## config.mk

```make
export PLATFORM = sky130hd
export DESIGN_NAME = regfile_wb_arbiter
export DESIGN_NICKNAME = d
export VERILOG_FILES = /design/src/rtl/regfile_pkg.sv /design/src/rtl/rr_arbiter.sv /design/src/rtl/regfile_wb_arbiter.sv
export SDC_FILE = /design/constraint.sdc
export NUM_CORES = 1
export LEC_CHECK = 0
export ABC_AREA = 1
export CAP_MARGIN = 20
export CORE_MARGIN = 10
export CORE_UTILIZATION = 39
export DETAILED_ROUTE_END_ITERATION = 6
export GPL_ROUTABILITY_DRIVEN = 0
export MAX_ROUTING_LAYER = met4
export PLACE_DENSITY_LB_ADDON = 0.3
export SETUP_SLACK_MARGIN = 0.2
export SKIP_LAST_GASP = 1
export SYNTH_ARGS = -nofsm -noshare
export SYNTH_HDL_FRONTEND = slang
export SYNTH_SLANG_ARGS = --single-unit
```

## constraint.sdc

```tcl
create_clock -name clk -period 2.3 [get_ports clk]
set_clock_uncertainty 0.15 [all_clocks]
set_input_delay 0.69 -clock clk [delete_from_list [all_inputs] [get_ports clk]]
set_output_delay 0.69 -clock clk [all_outputs]
set_load 0.01 [all_outputs]
```

## src/rtl/regfile_pkg.sv

```systemverilog
// ---------------------------------------------------------------------------
// regfile_pkg
// Shared definitions for the register-file writeback path.
//   RF_DATA_WIDTH / RF_ADDRESS_WIDTH / RF_NUM_REGS : defaults shared with the
//                                                    register file itself
//   MAX_REQ   : widest requester vector the rotate-priority helper handles
//   wbState_e : writeback arbiter FSM states
//   rrPick_t  : result of a rotate-priority search (found flag + index)
//   rrSearch  : rotate-priority search starting at a pointer, wrapping
//               modulo the live requester count
// ---------------------------------------------------------------------------
package regfile_pkg;

    localparam int RF_DATA_WIDTH    = 32;
    localparam int RF_ADDRESS_WIDTH = 5;
    localparam int RF_NUM_REGS      = 32;
    localparam int MAX_REQ          = 8;

    typedef enum logic {
        CLEAR = 1'b0,
        RUN   = 1'b1
    } wbState_e;

    typedef struct packed {
        logic       found;
        logic [2:0] idx;
    } rrPick_t;

    // Walk the request vector starting at ptr; the first set bit wins.
    // Only the first numReq positions take part, and because ptr is always
    // below numReq a single subtraction is enough to wrap the candidate.
    function automatic rrPick_t rrSearch(input logic [MAX_REQ-1:0] req,
                                         input logic [3:0]         numReq,
                                         input logic [2:0]         ptr);
        rrPick_t    pick;
        logic [3:0] cand;
        pick = '0;
        for (int k = 0; k < MAX_REQ; k++) begin
            cand = {1'b0, ptr} + 4'(k);
            if (cand >= numReq) begin
                cand = cand - numReq;
            end
            if ((4'(k) < numReq) && !pick.found && req[cand[2:0]]) begin
                pick.found = 1'b1;
                pick.idx   = cand[2:0];
            end
        end
        return pick;
    endfunction

endpackage

```

## src/rtl/rr_arbiter.sv

```systemverilog
// ---------------------------------------------------------------------------
// rr_arbiter
// Purely combinational round-robin arbiter, reusable by any shared resource.
//   req        : request vector, one bit per requester
//   ptr        : index with the highest priority this cycle
//   grant      : one-hot grant, or zero when nothing is requested
//   grantIdx   : binary index of the granted requester
//   grantValid : 1 when some requester was granted
// ---------------------------------------------------------------------------
module rr_arbiter
    import regfile_pkg::*;
#(
    parameter int NUM_REQ = 2,
    localparam int PTR_W  = (NUM_REQ > 1) ? $clog2(NUM_REQ) : 1
) (
    input  logic [NUM_REQ-1:0] req,
    input  logic [PTR_W-1:0]   ptr,
    output logic [NUM_REQ-1:0] grant,
    output logic [PTR_W-1:0]   grantIdx,
    output logic               grantValid
);

    logic [MAX_REQ-1:0] reqWide;
    logic [2:0]         ptrWide;
    rrPick_t            pick;
    logic               unusedIdxBits;

    // Widen the request vector and pointer to the helper's fixed width so
    // a single package function serves every requester count.
    always_comb begin
        reqWide                = '0;
        reqWide[NUM_REQ-1:0]   = req;
        ptrWide                = '0;
        ptrWide[PTR_W-1:0]     = ptr;
        pick                   = rrSearch(reqWide, 4'(NUM_REQ), ptrWide);
    end

    // Turn the search result into a one-hot grant plus its index.
    always_comb begin
        grant      = '0;
        grantValid = pick.found;
        grantIdx   = pick.idx[PTR_W-1:0];
        if (pick.found) begin
            grant[pick.idx[PTR_W-1:0]] = 1'b1;
        end
    end

    // Upper index bits are always zero for small requester counts.
    assign unusedIdxBits = ^pick.idx;

endmodule

```

## src/rtl/regfile_wb_arbiter.sv

```systemverilog
// ---------------------------------------------------------------------------
// regfile_wb_arbiter
// Owns the single register-file write port and shares it between NUM_REQ
// writeback requesters with valid/ready handshakes and round-robin priority.
// After reset it first clears registers 1..NUM_REGS-1 through the same port.
//   clk           : clock, all state updates on posedge
//   rst           : asynchronous active-low reset
//   stall         : 1 = grant nothing this cycle
//   req_valid     : per-requester write pending
//   req_ready     : one-hot or zero grant (combinational)
//   req_addr      : packed destination registers, requester i at [i*AW +: AW]
//   req_data      : packed write data, requester i at [i*DW +: DW]
//   RegWrite      : registered register-file write enable
//   WriteRegister : registered register-file write address
//   WriteData     : registered register-file write data
//   clear_busy    : 1 while the clear sequence is running
// ---------------------------------------------------------------------------
module regfile_wb_arbiter
    import regfile_pkg::*;
#(
    parameter int DATA_WIDTH     = RF_DATA_WIDTH,
    parameter int ADDRESS_WIDTH  = RF_ADDRESS_WIDTH,
    parameter int NUM_REGS       = RF_NUM_REGS,
    parameter int NUM_REQ        = 2,
    parameter int CLEAR_ON_RESET = 1
) (
    input  logic                             clk,
    input  logic                             rst,
    input  logic                             stall,
    input  logic [NUM_REQ-1:0]               req_valid,
    output logic [NUM_REQ-1:0]               req_ready,
    input  logic [NUM_REQ*ADDRESS_WIDTH-1:0] req_addr,
    input  logic [NUM_REQ*DATA_WIDTH-1:0]    req_data,
    output logic                             RegWrite,
    output logic [ADDRESS_WIDTH-1:0]         WriteRegister,
    output logic [DATA_WIDTH-1:0]            WriteData,
    output logic                             clear_busy
);

    localparam int PTR_W = $clog2(NUM_REQ);
    localparam logic [ADDRESS_WIDTH-1:0] LAST_CLR = ADDRESS_WIDTH'(NUM_REGS - 1);
    localparam wbState_e RESET_STATE = (CLEAR_ON_RESET != 0) ? CLEAR : RUN;

    wbState_e                 state;
    wbState_e                 nextState;
    logic [ADDRESS_WIDTH-1:0] clrCnt;
    logic [ADDRESS_WIDTH-1:0] nextClrCnt;
    logic [PTR_W-1:0]         rrPtr;
    logic [PTR_W-1:0]         nextPtr;
    logic                     nextRegWrite;
    logic [ADDRESS_WIDTH-1:0] nextWriteRegister;
    logic [DATA_WIDTH-1:0]    nextWriteData;
    logic [NUM_REQ-1:0]       grant;
    logic [PTR_W-1:0]         grantIdx;
    logic                     grantValid;
    logic [ADDRESS_WIDTH-1:0] acceptAddr;
    logic [DATA_WIDTH-1:0]    acceptData;

    rr_arbiter #(
        .NUM_REQ (NUM_REQ)
    ) uArb (
        .req        (req_valid),
        .ptr        (rrPtr),
        .grant      (grant),
        .grantIdx   (grantIdx),
        .grantValid (grantValid)
    );

    assign acceptAddr = req_addr[grantIdx*ADDRESS_WIDTH +: ADDRESS_WIDTH];
    assign acceptData = req_data[grantIdx*DATA_WIDTH +: DATA_WIDTH];
    assign clear_busy = (state == CLEAR);

    // State, clear counter, priority pointer and the write-port registers.
    // Everything returns to its reset value the moment rst drops, so a clear
    // interrupted part-way restarts from register 1.
    always_ff @(posedge clk or negedge rst) begin
        if (!rst) begin
            state         <= RESET_STATE;
            clrCnt        <= ADDRESS_WIDTH'(1);
            rrPtr         <= '0;
            RegWrite      <= 1'b0;
            WriteRegister <= '0;
            WriteData     <= '0;
        end else begin
            state         <= nextState;
            clrCnt        <= nextClrCnt;
            rrPtr         <= nextPtr;
            RegWrite      <= nextRegWrite;
            WriteRegister <= nextWriteRegister;
            WriteData     <= nextWriteData;
        end
    end

    // Next-state and handshake logic. CLEAR walks the register addresses
    // with zero data and ignores requesters entirely. RUN forwards the
    // arbiter's grant unless stalled; an accepted write to x0 still
    // completes its handshake but leaves the write enable low. Without an
    // accept, address and data hold so the register file sees stable values.
    always_comb begin
        nextState         = state;
        nextClrCnt        = clrCnt;
        nextPtr           = rrPtr;
        nextRegWrite      = 1'b0;
        nextWriteRegister = WriteRegister;
        nextWriteData     = WriteData;
        req_ready         = '0;
        case (state)
            CLEAR: begin
                nextRegWrite      = 1'b1;
                nextWriteRegister = clrCnt;
                nextWriteData     = '0;
                nextClrCnt        = clrCnt + 1'b1;
                if (clrCnt == LAST_CLR) begin
                    nextState = RUN;
                end
            end
            RUN: begin
                if (!stall && grantValid) begin
                    req_ready         = grant;
                    nextWriteRegister = acceptAddr;
                    nextWriteData     = acceptData;
                    nextRegWrite      = (acceptAddr != '0);
                    nextPtr           = (grantIdx == PTR_W'(NUM_REQ - 1)) ? '0 : grantIdx + 1'b1;
                end
            end
            default: begin
                nextState = RESET_STATE;
            end
        endcase
        if (!rst) begin
            req_ready = '0;
        end
    end

endmodule

```

# ---- Yosys cells after proc, flatten, opt, wreduce, memory -nomap -nowiden
# Cells that the tools add are included.
dict set report totals {
  reg_bits 45
  out_inout_bits 41
  wordCells 53
  input_bits 79
}
dict set report classes {
  n_mux 23
  shifts 2
  eq_ne 2
  n_reduce_logical 7
  multipliers 1
  order_cmp 6
  n_bitwise 1
  add_sub_neg 5
}
# operator n
set op_table {}
lappend op_table {{$pmux W32 S2} 1}
lappend op_table {{$shiftx A64 B7 Y32} 1}
lappend op_table {{$mux W32} 1}
lappend op_table {{$pmux W5 S2} 1}
lappend op_table {{$shiftx A10 B5 Y5} 1}
lappend op_table {{$lt A3 B4 Y1 const B} 2}
lappend op_table {{$mux W2} 4}
lappend op_table {{$mux W4} 2}
lappend op_table {{$mux W1} 7}
lappend op_table {{$bmux W1 S3} 2}
lappend op_table {{$mux W3} 2}
lappend op_table {{$add A5 B1 Y5 const B} 1}
lappend op_table {{$eq A5 B5 Y1 const B} 1}
lappend op_table {{$mux W5} 1}
lappend op_table {{$reduce_bool A5 Y1} 1}
lappend op_table {{$ge A4 B2 Y1 const B} 1}
lappend op_table {{$mul A1 B3 Y4 const B} 1}
lappend op_table {{$logic_and A1 B1 Y1} 3}
lappend op_table {{$sub A1 B2 Y3 const B} 1}
lappend op_table {{$sub A3 B2 Y3 const B} 1}
lappend op_table {{$add A1 B1 Y2 const B} 1}
lappend op_table {{$ge A1 B2 Y1 const B} 1}
lappend op_table {{$logic_not A1 Y1} 2}
lappend op_table {{$lt A1 B2 Y1 const B} 1}
lappend op_table {{7 further kinds} 7}

# ---- Depth between registers and ports, before layout
# Gate-level depths: netlist (run 1).
dict set report logic_depth {
  ltp_word 16
  ltp_mapped 10
}

# ---- Hierarchy
# From an unflattened synthesis (run 1), not the netlist that was laid out.
dict set report unflattened {
  cells_unflattened 249
  area_unflattened_um2 2292.2
}
# module cells_per_inst area_per_inst_um2 n_inst seq_area_each_um2
set by_module_without_submodules {}
lappend by_module_without_submodules {regfile_wb_arbiter 242 2262.2 1 1127.3}
lappend by_module_without_submodules {rr_arbiter 7 30.0 1 0.0}

# ---- Least setup slack after synthesis (run 1)
# Ideal clock, no wire load.
dict set report synth_path {
  path_type {input to output}
  from {input port req_valid[0]}
  to {output port req_ready[1]}
  required_time_ns 1.460
  n_path_buf 2
  arrival_ns 1.495
  setup_slack_ns -0.035
  stages 5
  path_cell_list {nand2_1 nand2_2 buf_6 buf_6 nor4_2}
}
dict set report synth_via {
  elab_chain_cells 14
  elab_cells_between_ends 18
}
# item line
set synth_lines {}
lappend synth_lines {{from (decl)} regfile_wb_arbiter.sv:30} ;# input logic [NUM_REQ-1:0] req_valid,
lappend synth_lines {{$bmux W1 S3} regfile_pkg.sv:43} ;# if ((4'(k) < numReq) && !pick.found && req[cand[2:0]]) begin
lappend synth_lines {{$mux W1 (not written as such)} regfile_pkg.sv:43}
lappend synth_lines {{$mux W4} regfile_pkg.sv:43}
lappend synth_lines {{$logic_not A1 Y1} regfile_pkg.sv:43}
lappend synth_lines {{$logic_and A1 B1 Y1} regfile_pkg.sv:43}
lappend synth_lines {{$mux W4 *} regfile_pkg.sv:43}
lappend synth_lines {{$lt A1 B2 Y1 (not written as such) / $ge A1 B1 Y1 (equally long branches)} rr_arbiter.sv:44} ;# grant[pick.idx[PTR_W-1:0]] = 1'b1;
lappend synth_lines {{$logic_and A1 B1 Y1 (not written as such)} rr_arbiter.sv:44}
lappend synth_lines {{$mux W1 (not written as such)} rr_arbiter.sv:44}
lappend synth_lines {{$demux W1 S1} -}
lappend synth_lines {{$mux W2} rr_arbiter.sv:43} ;# if (pick.found) begin
lappend synth_lines {{$mux W2 *} regfile_wb_arbiter.sv:118} ;# if (!stall && grantValid) begin
lappend synth_lines {{$mux W2 *} regfile_wb_arbiter.sv:107} ;# case (state)
lappend synth_lines {{$mux W2 *} regfile_wb_arbiter.sv:130} ;# if (!rst) begin
lappend synth_lines {{to (decl)} regfile_wb_arbiter.sv:31} ;# output logic [NUM_REQ-1:0] req_ready,
# Every way passes the cells marked *; elsewhere a longest branch is shown, timed or not. The select of a mux whose other input is x is not followed.

# ---- Worst setup path in the final report (run 1)
dict set report layout_path {
  from {input port stall}
  to {output port req_ready[1]}
}
dict set report layout_via {
  elab_chain_cells 5
}
# item line
set layout_lines {}
lappend layout_lines {{from (decl)} regfile_wb_arbiter.sv:29} ;# input logic stall,
lappend layout_lines {{$logic_not A1 Y1} regfile_wb_arbiter.sv:118}
lappend layout_lines {{$logic_and A1 B1 Y1} regfile_wb_arbiter.sv:118}
lappend layout_lines {{$mux W2} regfile_wb_arbiter.sv:118}
lappend layout_lines {{$mux W2} regfile_wb_arbiter.sv:107}
lappend layout_lines {{$mux W2} regfile_wb_arbiter.sv:130}
# Every way passes these cells.

==> out/results.ini, run 1 <==
[power]
ir_drop_uv=301
p_sw_share_pct=27.9
p_comb_share_pct=30.7
seqPwrFrac_pct=44.2
p_per_area_nw_per_um2=590
p_leak_nw=1.61
p_sw_mw=0.592
p_int_mw=1.53
clkPwrFrac_pct=25.1

[clocking]
cts_buffers=5
cts_tree=built
clkSinkCount=45
clk_pin_slew_ps=80
htree_num_levels=2
clock_tree.root_cell=clkbuf_8
clock_latency_ps=290
postCtsHoldBufs=0
clk_path_buf_depth=2

[floorplanning]
initial_core_util_pct=39.9
dieHeight_um=94.8
rows=27
die_area_um2=9000
core_um2=5470
ios=120
die_w_um=94.8

[yosys]
synth-seq-cells=45
ys_seq_area_share_pct=51.6
syn_nets=343
avgSynthCellArea_um2=8.34
syn_area_um2=2180
ys_warn_count=0
synthDistinctLibCells=23
synthCells=262

[finish]
drive_gt1_share_pct=11.7
final_common_cell=clkdlybuf4s50_1
layout.cells.non_filler=458
mostFrequentLayoutCells=110 x clkdlybuf4s50_1, 66 x nand2_1, 44 x dfrtp_1, 38 x o21ai_0, 37 x nor2_1
final_util_pct=65.7
num_antenna_cells=0
nets=466
syn2layout_area_growth_pct=64.6
fillers=475

[critical_path]
slowest_stage=o21bai_4
r2r-start=rrPtr
reg2regPathDepth=7
critPathLaunchType=input pin
path_common_cell=buf_6
cp.arrival_ps=1350
path_cells=buf_6 > o21bai_4 > buf_6 > nor4_4 > buf_2
path_class=input pin to primary output
crit_required_ps=1460
end_kind=primary output
path_max_fanout=2
cp_slowest_stage_delay_ps=170
r2r_end=WriteData[1]
regToRegSetupSlack_ps=510

[timing]
setup_viol=0
max_freq_mhz=457
slew_violations=0
min_period_ps=2190
worstMarginPinSlew_ps=577
rsz0062_at_grt=yes
hold_viol=0
fin_ws_ps=113
slew_headroom_pct=61.5
finalCritPeriodShare_pct=95.1
fin_hold_ws_ps=337

[min_path]
hold_depth=2
hold_class=flip-flop to flip-flop
min_to=WriteRegister[2]
min_from=WriteRegister[2]

[global_route]
grt_pass1_wl_mm=11.5
grt_use_total_pct=16.6
antenna_found_initial=0
overflow=0
grt_pass1_vias=2203
grt_max_degree=46

[flow_run]
maxCapViolations=0

[drt]
drt_wl_total_mm=7.22
drtAntennaViolNets=0
wl_per_cell_um=15.8
vias=2194
drc=0
drt-initial-drc-count=80
drt-pass1-iter-count=4
drt-vias-per-instance=4.79

[place]
pre_cts_ws_ps=-736
io_buffer_count=119
placedCellCount=449
place_hpwl_mm=5.47

[run_status]
outcome=completed

[critical path: cells and delay by family]
kind | cells | cell delay [ps]
AOI/OAI and AO/OA | 1 | 170
and+or+nand+nor | 1 | 110
buffers and inverters | 3 | 380
[area by class of cell]
type / count / area [µm²] / area share (%)
inverters: 8 / 30.0 / 0.835
flip-flops and latches: 45 / 1130 / 31.3
clock buffers: 7 / 96.3 / 2.68
repair buffers: 132 / 1300 / 36.3
multi-input cells: 193 / 943 / 26.2
clock inverters: 1 / 5.00 / 0.139
well taps: 72 / 90.1 / 2.51
[timing repair]
action / in CTS / in global routing
resized for setup: 25 / 2
endpoints found under the setup margin: 35 / 4
gates cloned: 0 / 0
setup buffers: 1 / 0
pin swaps: 3 / 1
[cells by family (layout without fill, tap and decap cells)]
family / count (synthesis) / after routing / share of synthesized area [%]
AO/OA/AOI/OAI: 67 / 67 / 17.0
XOR/XNOR: 3 / 3 / 1.20
adder cells (fa/ha/maj): 2 / 2 / 1.15
buffers and inverters: 24 / 148 / 6.64
flip-flops: 45 / 45 / 51.6
AND/OR/NAND/NOR: 121 / 121 / 22.4
[synth_stat cells]
library cell | n | area (µm²)
a21oi_1 | 1 | 5.00
buf_2 | 6 | 30.0
buf_4 | 4 | 30.0
buf_6 | 4 | 45.0
clkbuf_2 | 2 | 10.0
dfrtp_1 | 44 | 1100
dfstp_2 | 1 | 26.3
ha_1 | 2 | 25.0
inv_1 | 6 | 22.5
inv_2 | 2 | 7.51
nand2_1 | 68 | 255
nand2_2 | 1 | 6.26
nand3_1 | 11 | 55.1
nor2_1 | 38 | 143
nor2_4 | 1 | 11.3
nor4_2 | 1 | 12.5
o21ai_0 | 38 | 190
o21ai_1 | 21 | 105
o21ai_2 | 6 | 52.6
o21bai_4 | 1 | 18.8
or2_2 | 1 | 6.26
xnor2_1 | 2 | 17.5
xor2_1 | 1 | 8.76
[power by group through the flow]
| stage | Clock [mW] | Combinational, mW | Sequential, mW |
|---|---|---|---|
| 5_1_grt | 0.586 | 0.713 | 0.950 |
| 2_1_floorplan | 0 | 0.202 | 1.00 |
| 3_3_place_gp | 0 | 0.653 | 0.949 |
| 4_1_cts | 0.552 | 0.665 | 0.939 |
| 3_5_place_dp | 0 | 0.662 | 0.954 |
| 6_report | 0.533 | 0.650 | 0.938 |
[metrics by stage]
| step | cell area [µm²] | setup TNS (ps) | power, mW |
|---|---|---|---|
| finish | 3600 | 0 | 2.12 |
| global route | 3600 | 0 | 2.25 |
| CTS | 3590 | 0 | 2.16 |
| detailed placement | 3490 | -10750 | 1.62 |
| global placement | 3490 | -9890 | 1.60 |
| floorplan | 2210 | 0 | 1.20 |
[routing by layer]
metal	wire length (µm)	share of wire [%]	GRT usage, %	vias up
li1	-	-	-	1091
met1	2970	41	19.5	1027
met2	3780	52	28.5	72
met3	419	5.8	3.81	4
met4	55	0.76	3.37	0
met5	0	0	-	-
[sequential cells by signal, indices dropped and copies added (netlist names)]
signal / cells
WriteData: 32
RegWrite: 1
state: 1
rrPtr: 1
WriteRegister: 5
clrCnt: 5
[worst max path at each step]
stage,end,from
after floorplan,req_ready[0],stall
after global placement,req_ready[1],req_valid[1]
after detailed placement,req_ready[0],req_valid[1]
after CTS,req_ready[1],stall
after global routing,req_ready[1],stall
final,req_ready[1],stall
No activity file was read; power rests on OpenSTA's default activity.
==> run 2, diff against run 1 <==
--- a/config.mk
+++ b/config.mk
@@ -7,8 +7,9 @@
 export LEC_CHECK = 0
 export ABC_AREA = 1
 export CAP_MARGIN = 20
+export CORE_ASPECT_RATIO = 2
 export CORE_MARGIN = 10
-export CORE_UTILIZATION = 39
+export CORE_UTILIZATION = 35
 export DETAILED_ROUTE_END_ITERATION = 6
 export GPL_ROUTABILITY_DRIVEN = 0
 export MAX_ROUTING_LAYER = met4
==> constraint.sdc (replaced) <==
create_clock -name clk -period 1.8 [get_ports clk]
set_clock_uncertainty 0.15 [all_clocks]
set_input_delay 0.54 -clock clk [delete_from_list [all_inputs] [get_ports clk]]
set_output_delay 0.54 -clock clk [all_outputs]
set_load 0.01 [all_outputs]
==> out/results.ini, run 2 (synthesized netlist as in run 1, its figures left out) <==
[floorplanning]
core_um2=6060  ; was 5470 µm²
dieHeight_um=132  ; was 94.8 µm
ios=120  ; unchanged
die_w_um=75.9  ; was 94.8 µm
rows=40  ; was 27
initial_core_util_pct=36.1  ; was 39.9%
die_area_um2=9990  ; was 9000 µm²

[clocking]
clk_pin_slew_ps=60  ; was 80 ps
clk_path_buf_depth=2  ; unchanged
clkSinkCount=45  ; unchanged
htree_num_levels=2  ; unchanged
clock_tree.root_cell=clkbuf_16  ; was clkbuf_8
clock_latency_ps=290  ; about the same
cts_buffers=5  ; unchanged
cts_tree=built  ; unchanged
postCtsHoldBufs=0  ; unchanged

[timing]
slew_headroom_pct=61.9  ; was 61.5%
fin_hold_ws_ps=268  ; was 337 ps
max_freq_mhz=519
slew_violations=0  ; unchanged
finalCritPeriodShare_pct=107
hold_viol=0  ; unchanged
worstMarginPinSlew_ps=571  ; was 577 ps
min_period_ps=1930
rsz0062_at_grt=yes  ; unchanged
setup_viol=2  ; was 0
fin_ws_ps=-127  ; was 113 ps

[global_route]
grt_pass1_wl_mm=12.3  ; was 11.5 mm
antenna_found_initial=0  ; unchanged
grt_use_total_pct=16.6  ; about the same
grt_pass1_vias=2350  ; was 2203
grt_max_degree=46  ; unchanged
top_usage_layer=met2  ; unchanged
grt_util_met1_pct=16.2  ; was 19.5%
overflow=0  ; unchanged
met3_usage_pct=3.70  ; was 3.81%
gr-usage-met2_pct=29.9  ; was 28.5%

[run_status]
violations=negative setup slack
outcome=complete, but fails checks  ; was completed

[finish]
mostFrequentLayoutCells=74 x clkdlybuf4s50_1, 65 x nand2_1, 44 x dfrtp_1, 34 x o21ai_1, 29 x buf_2  ; was 110 x clkdlybuf4s50_1, 66 x nand2_1, 44 x dfrtp_1, 38 x o21ai_0, 37 x nor2_1
regMostFlops=WriteData  ; unchanged
largest_reg_flops=32  ; unchanged
syn2layout_area_growth_pct=76.6  ; was 64.6%
drive_gt1_share_pct=32.1  ; was 11.7%
nets=482  ; was 466
final_common_cell=clkdlybuf4s50_1  ; unchanged
reg_top3=WriteData x32, WriteRegister x5, clrCnt x5  ; unchanged
num_antenna_cells=0  ; unchanged
final_util_pct=63.7  ; was 65.7%

[critical_path]
r2r_end=WriteData[25]  ; was WriteData[1]
cp_slowest_stage_delay_ps=180  ; was 170 ps
critPathLaunchType=input pin  ; unchanged
regToRegSetupSlack_ps=150  ; was 510 ps
crit_required_ps=1110  ; was 1460 ps
reg2regPathDepth=10  ; was 7
path_max_fanout=3  ; was 2
r2r-start=rrPtr  ; unchanged
end_kind=primary output  ; unchanged
path_class=input pin to primary output  ; unchanged
path_cells=buf_6 > o21bai_4 > buf_6 > nor4_4 > buf_2  ; unchanged
path_common_cell=buf_6  ; unchanged
cp.arrival_ps=1240  ; was 1350 ps
slowest_stage=o21bai_4  ; unchanged

[drt]
drc=0  ; unchanged
drt-initial-drc-count=140  ; was 80
wl_per_cell_um=17.3  ; was 15.8 µm
drt-vias-per-instance=4.76  ; was 4.79
drt_wl_total_mm=8.40  ; was 7.22 mm
drt-pass1-iter-count=4  ; unchanged
drtAntennaViolNets=0  ; unchanged
vias=2314  ; was 2194

[flow_run]
maxCapViolations=0  ; unchanged

[power]
p_per_area_nw_per_um2=774  ; was 590 nW/µm²
p_leak_nw=1.77  ; was 1.61 nW
power_mw=2.99  ; was 2.12 mW
ir_drop_uv=725  ; was 301 µV

[min_path]
hold_class=input pin to asynchronous set/reset pin  ; was flip-flop to flip-flop

[place]
pre_cts_ws_ps=-1010  ; was -736 ps
place_hpwl_mm=5.80  ; was 5.47 mm
io_buffer_count=119  ; unchanged

==> run 2: changes by cell type in the layout (fill, tap and decap cells not counted), sizes merged <==
cell,delta
buf,+38
clkdlybuf4s50,-36
clkbuf,+15
clkdlybuf4s15,+2
dlymetal6s2s,-2
bufbuf,+1
clkinv,-1
dlygate4sd2,-1
==> run 2: worst max-delay path by stage <==
stage                       startpoint            to  slack [ps]  depth (start not counted)
after floorplan                  stall  req_ready[0]        -150                          6
after CTS                        stall  req_ready[1]        -200                          5
after detailed placement  req_valid[1]  req_ready[1]       -1010                          5
after global placement    req_valid[1]  req_ready[1]        -990                          5
after global routing             rrPtr  req_ready[1]        -180                          5
final                            stall  req_ready[1]        -130                          5
==> run 2: power breakdown <==
group,internal [mW],switching [mW],leakage [nW]
logic,0.468,0.433,1.16
registers,1.14,0.0616,0.549
clock network,0.517,0.370,0.0652
==> run 2: final cells by class <==
cell class / instances / area [µm²]
repair buffers: 148 / 1380
fillers: 548 / 2200
clock buffers: 8 / 136
well taps: 84 / 105
flip-flops and latches: 45 / 1130
multi-input cells: 193 / 1080
inverters: 8 / 37.5
==> run 2: critical path, delay by kind of cell <==
family                 cells  cell delay [ps]
AND/OR/NAND/NOR            1              130
buffers and inverters      3              390
AO/OA/AOI/OAI              1              180
==> run 2: per-layer routing <==
metal | wire length (µm) | vias up
met3 | 495 | 13
li1 | - | 1126
met5 | 0 | -
met1 | 2850 | 1091
met2 | 4860 | 84
met4 | 191 | 0
==> run 2: timing repair <==
action                                  in CTS  in global routing
endpoints found under the setup margin      80                 59
resized for setup                          148                103
buffers inserted                             1                  7
cloned                                       1                  4
pin swaps                                    3                  7
==> run 2: metrics by stage <==
stage          area [µm²]  instances  setup TNS, ps
2_1_floorplan        2210        262           -273
3_3_place_gp         3540        465         -25440
3_5_place_dp         3540        465         -26820
4_1_cts              3690        475           -339
5_1_grt              3860        486           -300
6_report             3860        486           -207
==> run 3, diff against run 2 <==
--- a/config.mk
+++ b/config.mk
@@ -7,7 +7,6 @@
 export LEC_CHECK = 0
 export ABC_AREA = 1
 export CAP_MARGIN = 20
-export CORE_ASPECT_RATIO = 2
 export CORE_MARGIN = 10
 export CORE_UTILIZATION = 35
 export DETAILED_ROUTE_END_ITERATION = 6
==> out/results.ini, run 3 (synthesized netlist as in run 1, its figures left out) <==
[run_status]
outcome=complete, but fails checks  ; unchanged
violations=negative setup slack  ; unchanged

[power]
p_per_area_nw_per_um2=730  ; was 774 nW/µm²
ir_drop_uv=420  ; was 725 µV
p_leak_nw=1.68  ; was 1.77 nW

[floorplanning]
die_area_um2=9800  ; was 9990 µm²
ios=120  ; unchanged
rows=28  ; was 40
dieHeight_um=99.0  ; was 132 µm
initial_core_util_pct=36.5  ; was 36.1%
core_um2=5990  ; was 6060 µm²
die_w_um=99.0  ; was 75.9 µm

[drt]
drtAntennaViolNets=0  ; unchanged
drt-initial-drc-count=79  ; was 140
wl_per_cell_um=16.1  ; was 17.3 µm
drc=0  ; unchanged
drt-vias-per-instance=4.81  ; was 4.76
drt-pass1-iter-count=6  ; was 4
drt_wl_total_mm=7.64  ; was 8.40 mm
vias=2273  ; was 2314

[finish]
largest_reg_flops=32  ; unchanged
final_common_cell=clkdlybuf4s50_1  ; unchanged
num_antenna_cells=0  ; unchanged
mostFrequentLayoutCells=74 x clkdlybuf4s50_1, 66 x nand2_1, 44 x dfrtp_1, 41 x buf_2, 37 x nor2_1  ; was 74 x clkdlybuf4s50_1, 65 x nand2_1, 44 x dfrtp_1, 34 x o21ai_1, 29 x buf_2
regMostFlops=WriteData  ; unchanged
reg_top3=WriteData x32, WriteRegister x5, clrCnt x5  ; unchanged
final_area_um2=3560  ; was 3860 µm²
nets=479  ; was 482
syn2layout_area_growth_pct=63.2  ; was 76.6%
drive_gt1_share_pct=24.1  ; was 32.1%

[critical_path]
cp.arrival_ps=1240  ; about the same
path_max_fanout=2  ; was 3
path_cells=inv_2 > buf_6 > nor4_4 > buf_2  ; was buf_6 > o21bai_4 > buf_6 > nor4_4 > buf_2
critPathLaunchType=flip-flop  ; was input pin
cp_slowest_stage_delay_ps=380  ; was 180 ps
slowest_stage=dfrtp_1  ; was o21bai_4
crit_required_ps=1110  ; about the same
path_class=flip-flop to primary output  ; was input pin to primary output
end_kind=primary output  ; unchanged

[clocking]
htree_num_levels=2  ; unchanged
clock_latency_ps=290  ; about the same
clkSinkCount=45  ; unchanged
clock_tree.root_cell=clkbuf_8  ; was clkbuf_16
clk_pin_slew_ps=80  ; was 60 ps
clk_path_buf_depth=2  ; unchanged
postCtsHoldBufs=0  ; unchanged
cts_tree=built  ; unchanged
cts_buffers=5  ; unchanged

[global_route]
grt_use_total_pct=15.3  ; was 16.6%
grt_max_degree=46  ; unchanged
grt_util_met1_pct=18.2  ; was 16.2%
antenna_found_initial=0  ; unchanged
top_usage_layer=met2  ; unchanged
gr-usage-met2_pct=24.9  ; was 29.9%
overflow=0  ; unchanged
met3_usage_pct=4.40  ; was 3.70%
grt_pass1_vias=2292  ; was 2350
grt_pass1_wl_mm=12.0  ; was 12.3 mm

[timing]
fin_hold_ws_ps=191  ; was 268 ps
hold_viol=0  ; unchanged
rsz0062_at_grt=yes  ; unchanged
min_period_ps=1930  ; about the same
finalCritPeriodShare_pct=107  ; about the same
slew_violations=0  ; unchanged
slew_headroom_pct=60.3  ; was 61.9%
worstMarginPinSlew_ps=595  ; was 571 ps
setup_viol=3  ; was 2
fin_ws_ps=-128  ; was -127 ps
max_freq_mhz=519  ; about the same

[flow_run]
maxCapViolations=0  ; unchanged

[place]
dpl_cell_area_um2=3510  ; was 3540 µm²
io_buffer_count=119  ; unchanged
pre_cts_ws_ps=-955  ; was -1010 ps
place_hpwl_mm=5.50  ; was 5.80 mm

[min_path]
hold_class=input pin to asynchronous set/reset pin  ; unchanged

==> run 3: worst paths after layout <==
| path | endpoint | slack (ps) | cells after the start | start |
|---|---|---|---|---|
| max in group asynchronous | WriteData[14] | 900 | 2 | rst |
| min in group clk | WriteRegister[2] | 330 | 2 | WriteRegister[2] |
| worst max register to register | RegWrite | 250 | 11 | rrPtr |
| worst max-delay path | req_ready[1] | -130 | 4 | state |
| worst min register to register | WriteRegister[2] | 330 | 2 | WriteRegister[2] |
| worst min-delay path | WriteData[29] | 190 | 2 | rst |
==> run 3: what timing repair did <==
item | in CTS | in global routing
pin swaps | 3 | 6
gates cloned | 0 | 1
setup endpoints to repair | 80 | 39
endpoints found under the hold margin | 0 | 0
setup buffers | 3 | 9
gates resized for setup | 171 | 26
==> run 3: cell type report <==
type / instances / area (µm²)
Clock buffer: 7 / 86.3
Timing Repair Buffer: 145 / 1270
Sequential cell: 45 / 1130
Tap cell: 75 / 93.8
Fill cell: 542 / 2430
Multi-Input combinational cell: 193 / 943
Inverter: 8 / 42.5
==> run 3: routing by layer <==
| metal | up-vias | wire length (µm) | share of wire [%] |
|---|---|---|---|
| met5 | - | 0 | 0 |
| met4 | 0 | 113 | 1.5 |
| met3 | 10 | 499 | 6.5 |
| met2 | 74 | 3740 | 49 |
| met1 | 1068 | 3290 | 43 |
| li1 | 1121 | - | - |
==> run 3: stage by stage <==
stage,total power [mW],utilization (%),TNS (ps),instances
6_report,2.60,59.5,-281,473
3_5_place_dp,2.07,58.6,-27440,453
5_1_grt,2.78,59.5,-432,473
3_3_place_gp,2.06,58.6,-25780,453
4_1_cts,2.62,58.9,-368,463
2_1_floorplan,1.54,-,-273,262
==> run 3: report_power, final <==
group | switching [mW] | total (mW) | internal, mW | leakage (nW)
combinational | 0.382 | 0.785 | 0.403 | 1.09
sequential | 0.0582 | 1.19 | 1.14 | 0.549
clock | 0.320 | 0.625 | 0.305 | 0.0443
total | 0.760 | 2.60 | 1.84 | 1.68
==> run 3: worst max-delay path, delay by kind of cell (launching register included) <==
family / cells / cell delay [ps]
AND/OR/NAND/NOR: 1 / 230
buffers and inverters: 3 / 340
flip-flops: 1 / 380
